--- config.mk ---
export PLATFORM = sky130hd
export DESIGN_NAME = ysyx_2022040010_axi_arbiter
export DESIGN_NICKNAME = d
export VERILOG_FILES = /design/src/rtl/ysyx_2022040010_axi_arbiter_pkg.sv /design/src/rtl/ysyx_2022040010_rr_arbiter.sv /design/src/rtl/ysyx_2022040010_axi_arbiter.sv
export SDC_FILE = /design/constraint.sdc
export NUM_CORES = 1
export LEC_CHECK = 0
export BUFFER_PORTS_ARGS = -buffer_cell sky130_fd_sc_hd__buf_4
export CAP_MARGIN = 20
export CELL_PAD_IN_SITES_DETAIL_PLACEMENT = 1
export CELL_PAD_IN_SITES_GLOBAL_PLACEMENT = 1
export CORE_AREA = 10 10 234 236
export DETAILED_ROUTE_END_ITERATION = 8
export DIE_AREA = 0 0 244 246
export MAX_ROUTING_LAYER = met4
export PLACE_DENSITY = 0.67
export RECOVER_POWER = 25
export SYNTH_ARGS = -nofsm -noshare
export SYNTH_HDL_FRONTEND = slang
export SYNTH_HIERARCHICAL = 1
export SYNTH_SLANG_ARGS = --single-unit
--- constraint.sdc ---
create_clock -name clk -period 7.8 [get_ports clk]
set_clock_uncertainty 0.05 [all_clocks]
set_input_delay 1.17 -clock clk [delete_from_list [all_inputs] [get_ports clk]]
set_output_delay 1.17 -clock clk [all_outputs]
set_load 0.05 [all_outputs]
--- src/rtl/ysyx_2022040010_axi_arbiter_pkg.sv ---
// Purpose : shared types and constants for the cache-to-AXI arbiter slice
// Latency : n/a (declarations only)
// Backpressure: n/a
// Contents: FSM state encoding, AXI response codes, requestor port indices.
package ysyx_2022040010_axi_arbiter_pkg;

  typedef enum logic [2:0] {
    ST_IDLE   = 3'd0,
    ST_RD_AR  = 3'd1,
    ST_RD_R   = 3'd2,
    ST_WR_AWW = 3'd3,
    ST_WR_B   = 3'd4
  } state_e;

  localparam logic [1:0] RESP_OKAY    = 2'b00;
  localparam logic [1:0] RESP_SLVERR  = 2'b10;
  // Any response with bit 1 set (SLVERR/DECERR) is reported as an error.
  localparam int         RESP_ERR_BIT = 1;

  localparam int PORT_ICACHE  = 0;
  localparam int PORT_DCACHE  = 1;
  localparam int PORT_UNCACHE = 2;

  // Width of a port index; a single port still needs one bit.
  function automatic int idx_width(input int n);
    return (n > 1) ? $clog2(n) : 1;
  endfunction

endpackage

--- src/rtl/ysyx_2022040010_rr_arbiter.sv ---
// Purpose : picks one requestor, round-robin from a rotating pointer or fixed lowest-index priority
// Latency : combinational grant; pointer updates on the clock edge that takes the grant
// Backpressure: none; the caller decides when a grant is consumed via advance
// Ports: clk/rst (async active-low); req N-bit request; advance consumes the grant;
//        gnt one-hot grant, gnt_idx its index, gnt_any set when any request is present.
module ysyx_2022040010_rr_arbiter #(
  parameter int N          = 3,
  parameter int FIXED_PRIO = 0,
  parameter int IDX_W      = 2
) (
  input  logic             clk,
  input  logic             rst,
  input  logic [N-1:0]     req,
  input  logic             advance,
  output logic [N-1:0]     gnt,
  output logic [IDX_W-1:0] gnt_idx,
  output logic             gnt_any
);

  logic [IDX_W-1:0] ptr;
  logic [IDX_W-1:0] base;
  logic [IDX_W-1:0] cand_idx;
  int               cand;

  // Fixed priority is round-robin with the search always starting at port 0.
  assign base = (FIXED_PRIO != 0) ? '0 : ptr;

  always_comb begin
    gnt      = '0;
    gnt_idx  = '0;
    gnt_any  = 1'b0;
    cand     = 0;
    cand_idx = '0;
    for (int off = 0; off < N; off++) begin
      cand = int'(base) + off;
      if (cand >= N) cand = cand - N;
      cand_idx = cand[IDX_W-1:0];
      if (!gnt_any && req[cand_idx]) begin
        gnt_any       = 1'b1;
        gnt_idx       = cand_idx;
        gnt[cand_idx] = 1'b1;
      end
    end
  end

  always_ff @(posedge clk or negedge rst) begin
    if (!rst) begin
      ptr <= '0;
    end else if (advance && gnt_any) begin
      ptr <= (gnt_idx == IDX_W'(N - 1)) ? '0 : gnt_idx + IDX_W'(1);
    end
  end

endmodule

--- src/rtl/ysyx_2022040010_axi_arbiter.sv ---
// Purpose : arbitrates icache/dcache/uncache refill requests onto one AXI4-lite style master
// Latency : zero-wait slave gives rsp_valid_o three edges after the accept edge; one transaction in flight
// Backpressure: requestors hold req_valid_i until req_ready_o; AXI valids held until the slave handshakes
// Ports: clk/rst (async active-low); req_* packed per-port request; rsp_* owner-routed completion;
//        stallreq_o pipeline stall; ar/r/aw/w/b AXI master channels (ID = granted port index).
module ysyx_2022040010_axi_arbiter
  import ysyx_2022040010_axi_arbiter_pkg::*;
#(
  parameter int N_PORTS    = 3,
  parameter int ADDR_W     = 32,
  parameter int DATA_W     = 64,
  parameter int ID_W       = 4,
  parameter int FIXED_PRIO = 0
) (
  input  logic                        clk,
  input  logic                        rst,
  input  logic [N_PORTS-1:0]          req_valid_i,
  output logic [N_PORTS-1:0]          req_ready_o,
  input  logic [N_PORTS-1:0]          req_we_i,
  input  logic [N_PORTS*ADDR_W-1:0]   req_addr_i,
  input  logic [N_PORTS*DATA_W-1:0]   req_wdata_i,
  input  logic [N_PORTS*DATA_W/8-1:0] req_mask_i,
  output logic [N_PORTS-1:0]          rsp_valid_o,
  output logic [DATA_W-1:0]           rsp_rdata_o,
  output logic                        rsp_err_o,
  output logic                        stallreq_o,
  output logic                        ar_valid_o,
  input  logic                        ar_ready_i,
  output logic [ID_W-1:0]             ar_id_o,
  output logic [ADDR_W-1:0]           ar_addr_o,
  input  logic                        r_valid_i,
  output logic                        r_ready_o,
  input  logic [ID_W-1:0]             r_id_i,
  input  logic [DATA_W-1:0]           r_data_i,
  input  logic [1:0]                  r_resp_i,
  output logic                        aw_valid_o,
  input  logic                        aw_ready_i,
  output logic [ID_W-1:0]             aw_id_o,
  output logic [ADDR_W-1:0]           aw_addr_o,
  output logic                        w_valid_o,
  input  logic                        w_ready_i,
  output logic [DATA_W-1:0]           w_data_o,
  output logic [DATA_W/8-1:0]         w_strb_o,
  input  logic                        b_valid_i,
  output logic                        b_ready_o,
  input  logic [ID_W-1:0]             b_id_i,
  input  logic [1:0]                  b_resp_i
);

  localparam int IDX_W  = idx_width(N_PORTS);
  localparam int STRB_W = DATA_W / 8;

  typedef struct packed {
    logic              we;
    logic [IDX_W-1:0]  owner;
    logic [ADDR_W-1:0] addr;
    logic [DATA_W-1:0] wdata;
    logic [STRB_W-1:0] strb;
  } txn_t;

  state_e state, state_nxt;
  txn_t   txn;

  logic [N_PORTS-1:0] gnt_oh;
  logic [IDX_W-1:0]   gnt_idx;
  logic               gnt_any;
  logic               take_grant;

  logic [ID_W-1:0]    owner_id;
  logic               ar_hs, r_hit, aw_hs, w_hs, b_hs;
  logic               aw_done, w_done;

  logic [N_PORTS-1:0] req_ready_nxt, rsp_valid_nxt;
  logic [DATA_W-1:0]  rsp_rdata_nxt;
  logic               rsp_err_nxt;
  logic               ar_valid_nxt, r_ready_nxt, aw_valid_nxt, w_valid_nxt, b_ready_nxt;
  logic               aw_done_nxt, w_done_nxt;
  logic               unused_ok;

  // B carries no payload to check against the owner; only one write is ever in flight.
  assign unused_ok = ^{r_resp_i[0], b_resp_i[0], b_id_i};

  assign take_grant = (state == ST_IDLE) && gnt_any;

  ysyx_2022040010_rr_arbiter #(
    .N          (N_PORTS),
    .FIXED_PRIO (FIXED_PRIO),
    .IDX_W      (IDX_W)
  ) u_rr (
    .clk     (clk),
    .rst     (rst),
    .req     (req_valid_i),
    .advance (take_grant),
    .gnt     (gnt_oh),
    .gnt_idx (gnt_idx),
    .gnt_any (gnt_any)
  );

  assign owner_id = ID_W'(txn.owner);
  assign ar_hs    = ar_valid_o && ar_ready_i;
  // Beats for other IDs are still accepted (r_ready_o high) but never completed.
  assign r_hit    = r_valid_i && r_ready_o && (r_id_i == owner_id);
  assign aw_hs    = aw_valid_o && aw_ready_i;
  assign w_hs     = w_valid_o && w_ready_i;
  assign b_hs     = b_valid_i && b_ready_o;

  assign stallreq_o = (|req_valid_i) || (state != ST_IDLE);

  // State register
  always_ff @(posedge clk or negedge rst) begin
    if (!rst) state <= ST_IDLE;
    else      state <= state_nxt;
  end

  // Next-state logic
  always_comb begin
    state_nxt = state;
    unique case (state)
      ST_IDLE:   if (gnt_any) state_nxt = req_we_i[gnt_idx] ? ST_WR_AWW : ST_RD_AR;
      ST_RD_AR:  if (ar_hs) state_nxt = ST_RD_R;
      ST_RD_R:   if (r_hit) state_nxt = ST_IDLE;
      ST_WR_AWW: if ((aw_done || aw_hs) && (w_done || w_hs)) state_nxt = ST_WR_B;
      ST_WR_B:   if (b_hs) state_nxt = ST_IDLE;
      default:   state_nxt = ST_IDLE;
    endcase
  end

  // Output logic: next values of the registered outputs
  always_comb begin
    req_ready_nxt = '0;
    rsp_valid_nxt = '0;
    rsp_rdata_nxt = rsp_rdata_o;
    rsp_err_nxt   = rsp_err_o;
    if (state == ST_IDLE) req_ready_nxt = gnt_oh;

    // The request channel sits low for the first cycle in the new state, so
    // every AXI valid rises the cycle after req_ready_o.
    ar_valid_nxt = (state == ST_RD_AR) && (state_nxt == ST_RD_AR);
    r_ready_nxt  = (state_nxt == ST_RD_R);

    aw_done_nxt  = (state == ST_WR_AWW) && (aw_done || aw_hs);
    w_done_nxt   = (state == ST_WR_AWW) && (w_done || w_hs);
    aw_valid_nxt = (state == ST_WR_AWW) && (state_nxt == ST_WR_AWW) && !aw_done_nxt;
    w_valid_nxt  = (state == ST_WR_AWW) && (state_nxt == ST_WR_AWW) && !w_done_nxt;
    b_ready_nxt  = (state_nxt == ST_WR_B);

    if ((state == ST_RD_R) && r_hit) begin
      rsp_valid_nxt[txn.owner] = 1'b1;
      rsp_rdata_nxt            = r_data_i;
      rsp_err_nxt              = r_resp_i[RESP_ERR_BIT];
    end
    if ((state == ST_WR_B) && b_hs) begin
      rsp_valid_nxt[txn.owner] = 1'b1;
      rsp_rdata_nxt            = '0;
      rsp_err_nxt              = b_resp_i[RESP_ERR_BIT];
    end
  end

  always_ff @(posedge clk or negedge rst) begin
    if (!rst) begin
      req_ready_o <= '0;
      rsp_valid_o <= '0;
      rsp_rdata_o <= '0;
      rsp_err_o   <= 1'b0;
      ar_valid_o  <= 1'b0;
      r_ready_o   <= 1'b0;
      aw_valid_o  <= 1'b0;
      w_valid_o   <= 1'b0;
      b_ready_o   <= 1'b0;
      aw_done     <= 1'b0;
      w_done      <= 1'b0;
    end else begin
      req_ready_o <= req_ready_nxt;
      rsp_valid_o <= rsp_valid_nxt;
      rsp_rdata_o <= rsp_rdata_nxt;
      rsp_err_o   <= rsp_err_nxt;
      ar_valid_o  <= ar_valid_nxt;
      r_ready_o   <= r_ready_nxt;
      aw_valid_o  <= aw_valid_nxt;
      w_valid_o   <= w_valid_nxt;
      b_ready_o   <= b_ready_nxt;
      aw_done     <= aw_done_nxt;
      w_done      <= w_done_nxt;
    end
  end

  // Request is captured at grant so the requestor may withdraw right after accept.
  always_ff @(posedge clk or negedge rst) begin
    if (!rst) begin
      txn <= '0;
    end else if (take_grant) begin
      txn.we    <= req_we_i[gnt_idx];
      txn.owner <= gnt_idx;
      txn.addr  <= req_addr_i[gnt_idx*ADDR_W +: ADDR_W];
      txn.wdata <= req_wdata_i[gnt_idx*DATA_W +: DATA_W];
      txn.strb  <= req_mask_i[gnt_idx*STRB_W +: STRB_W];
    end
  end

  assign ar_id_o   = owner_id;
  assign ar_addr_o = txn.addr;
  assign aw_id_o   = owner_id;
  assign aw_addr_o = txn.addr;
  assign w_data_o  = txn.wdata;
  assign w_strb_o  = txn.strb;

endmodule
==> results.toml <==
[run_status]
outcome = "complete, but fails checks"
violations = "capacitance limit, slew limit"

[detailed_routing]
route.vias.total = 9966
wl_per_cell_um = 20.0
ant_nets = 0
drtIter0Drc = 306
viasPerCell = 4.27
wirelength_mm = 46.6
drtPass1Iterations = 4
route.detailed.drc = 0

[timing]
slew_headroom_pct = -69.9
fin_ws_ps = 4140
post-route-min-period_ps = 3660
finalHoldViolCount = 0
period_share_pct = 46.9
tns_ps = 0
slew_violations = 46
max_freq_ghz = 0.273
setup-violations-final = 0
tightest_slew_ps = 2550
rsz0062_at_grt = "false"

[synthesis]
synthMostInstantiatedCell = "nand2_1"
syn-cell-area_um2 = 9880
synth_top_area_cell = "dfrtp_1"
synth.ff_latch_count = 189
synth_cell_types = 50
synth_async_sr_flop_share_pct = 100
synth-main-ff-cell = "dfrtp_1"
synth.avg_cell_area_um2 = 8.78
ys_seq_area_share_pct = 47.9
ys_top_cells_by_count = "244 x nand2_1, 189 x dfrtp_1, 114 x nor2_1"
synth_top_area_share_pct = 47.9
yosysWarnings = 6
synth_edf_count = 0
synthCells = 1125
synthTopCellsByArea = "dfrtp_1 48%, mux2i_1 11%, nand2_1 9.3%, a21oi_1 5.4%, o21ai_1 5.2%"

[placement]
preCtsSetupSlack_ps = 3760
gp_congestion = 0.814
port_buffers = 611
place_inst = 2300
dp_hpwl_mm = 37.5

[worst_setup_path]
r2r_cells = 10
arrival_ps = 3650
cp.required_ps = 7800
crit_path_max_incr_delay_ps = 1870
worstPathCellList = "clkbuf_8, clkbuf_1"
critPathLaunchType = "primary input"
crit_family = "buffers and inverters"
critPathMaxFanout = 80
critPathKind = "in2async"
timing.critical_path.buf_inv = 2
crit_cells = 2
worstSetupEndpointType = "asynchronous set/reset pin"
crit_path_top_delay_cell = "clkbuf_1"
r2r_slack_ps = 4300

[floorplanning]
core_um2 = 49900
pin_count = 622
start_util_pct = 19.8
die_y_um = 246
die_w_um = 244
rows = 82
dieArea_um2 = 60000

[pwr]
p_leak_nw = 7.65
p_sw_share_pct = 53.9
pwr-share-comb_pct = 62.8
p_per_area_nw_per_um2 = 442
p_clk_share_pct = 13.8
pwr-share-seq_pct = 23.4
switchingPower_mw = 3.63
intPower_mw = 3.11
peakVddDrop_v = 0.000208

[global_routing]
grtUsageMet3_pct = 6.02
grt_overflow = 0
use_met2_pct = 25.9
grtUsageTotal_pct = 15.3
top_usage_layer = "met2"
grt_pass1_wl_mm = 67.9
met1_usage_pct = 16.5
grt_max_degree = 117
antenna_found_initial = 4
grt_pass1_vias = 10882

[clock_tree]
clock_latency_ps = 480
htree_levels = 4
cts_buffers = 17
ctsHoldBuffers = 0
post_cts_resized = 0
root_buffer = "clkbuf_16"
clock_path_buffers = 2
clk_transition_reported_paths_ps = 70
cts_tree = "yes"
cts_setup_buffers = 0
clkSinkCount = 189

[cells_and_area]
area_growth_pct = 54.6
drive_gt1_share_pct = 39.9
final_cells = 2335
final_nets = 2052
finalCoreUtilization_pct = 30.6

[worst_hold_path]
holdPathStages = 2
hold_class = "reg2reg"

[flow_run]
cap_violations = 1
[state kept, by name, summed over array words and instances (netlist names), 2 cells and up]
name and count:
state 3, ar_id_o 2, req_ready_o 3, rsp_valid_o 3
w_data_o 64, u_rr/base 2, ar_addr_o 32, w_strb_o 8
rsp_rdata_o 64
[cells by family (layout without fill, tap and decap cells)]
family / after synthesis / after routing / synth area share, %
fa+ha+maj: 4 / 4 / 0.507
mux: 107 / 107 / 10.9
xor+xnor: 2 / 2 / 0.177
simple gates: 455 / 455 / 19.3
compound gates: 239 / 239 / 13.0
buf+inv: 128 / 660 / 8.19
flops: 189 / 189 / 47.9
other cells: 1 / 7 / 0.0380
[layout make-up]
class	instances	area, µm²
fill	6031	34600
sequential	189	4730
timing repair buffer	621	4690
multi-input combinational	811	4370
tap	672	841
clock buffer	20	457
clock inverter	12	155
inverter	7	26.3
antenna	3	7.51
[routing by layer]
| layer | vias to the layer above | share of wire [%] |
|---|---|---|
| met5 | - | 0 |
| met4 | 0 | 1.3 |
| met3 | 31 | 8.4 |
| met2 | 382 | 51 |
| met1 | 4760 | 40 |
| li1 | 4793 | - |
[per-stage QoR]
step / hold slack (ps) / cell area, µm² / power, mW
finish: 436 / 15300 / 6.75
global route: 468 / 15300 / 7.20
CTS: 443 / 15300 / 6.88
detailed placement: 427 / 14700 / 5.92
global placement: 419 / 14700 / 5.84
floorplan: 428 / 9890 / 4.64
[cell usage in the layout, fill, tap and decap left out, types with 5 or more instances in the layout]
master / instances
dfrtp_1: 189
nand2_1: 244
mux2i_1: 106
nor2b_1: 5
clkbuf_16: 17
o21ai_0: 5
nor2_1: 114
buf_4: 613
a21oi_1: 106
nand3_1: 68
o21ai_1: 103
inv_1: 6
[final timing paths]
path	startpoint	to
max	rst	w_data_o[44]
min in group asynchronous	rst	rsp_rdata_o[33]
max in group clk	req_valid_i[1]	state[1]
max reg2reg	u_rr/base[0]	state[1]
min	w_data_o[62]	w_data_o[62]
min reg2reg	w_data_o[62]	w_data_o[62]
[power groups by stage]
stage | clock [mW] | combinational [mW] | sequential [mW]
5_1_grt | 1.01 | 4.57 | 1.63
4_1_cts | 0.973 | 4.32 | 1.59
6_report | 0.932 | 4.23 | 1.58
3_3_place_gp | 0 | 4.26 | 1.58
3_5_place_dp | 0 | 4.32 | 1.60
2_1_floorplan | 0 | 1.97 | 2.66
(Power assumes the default switching activity.)
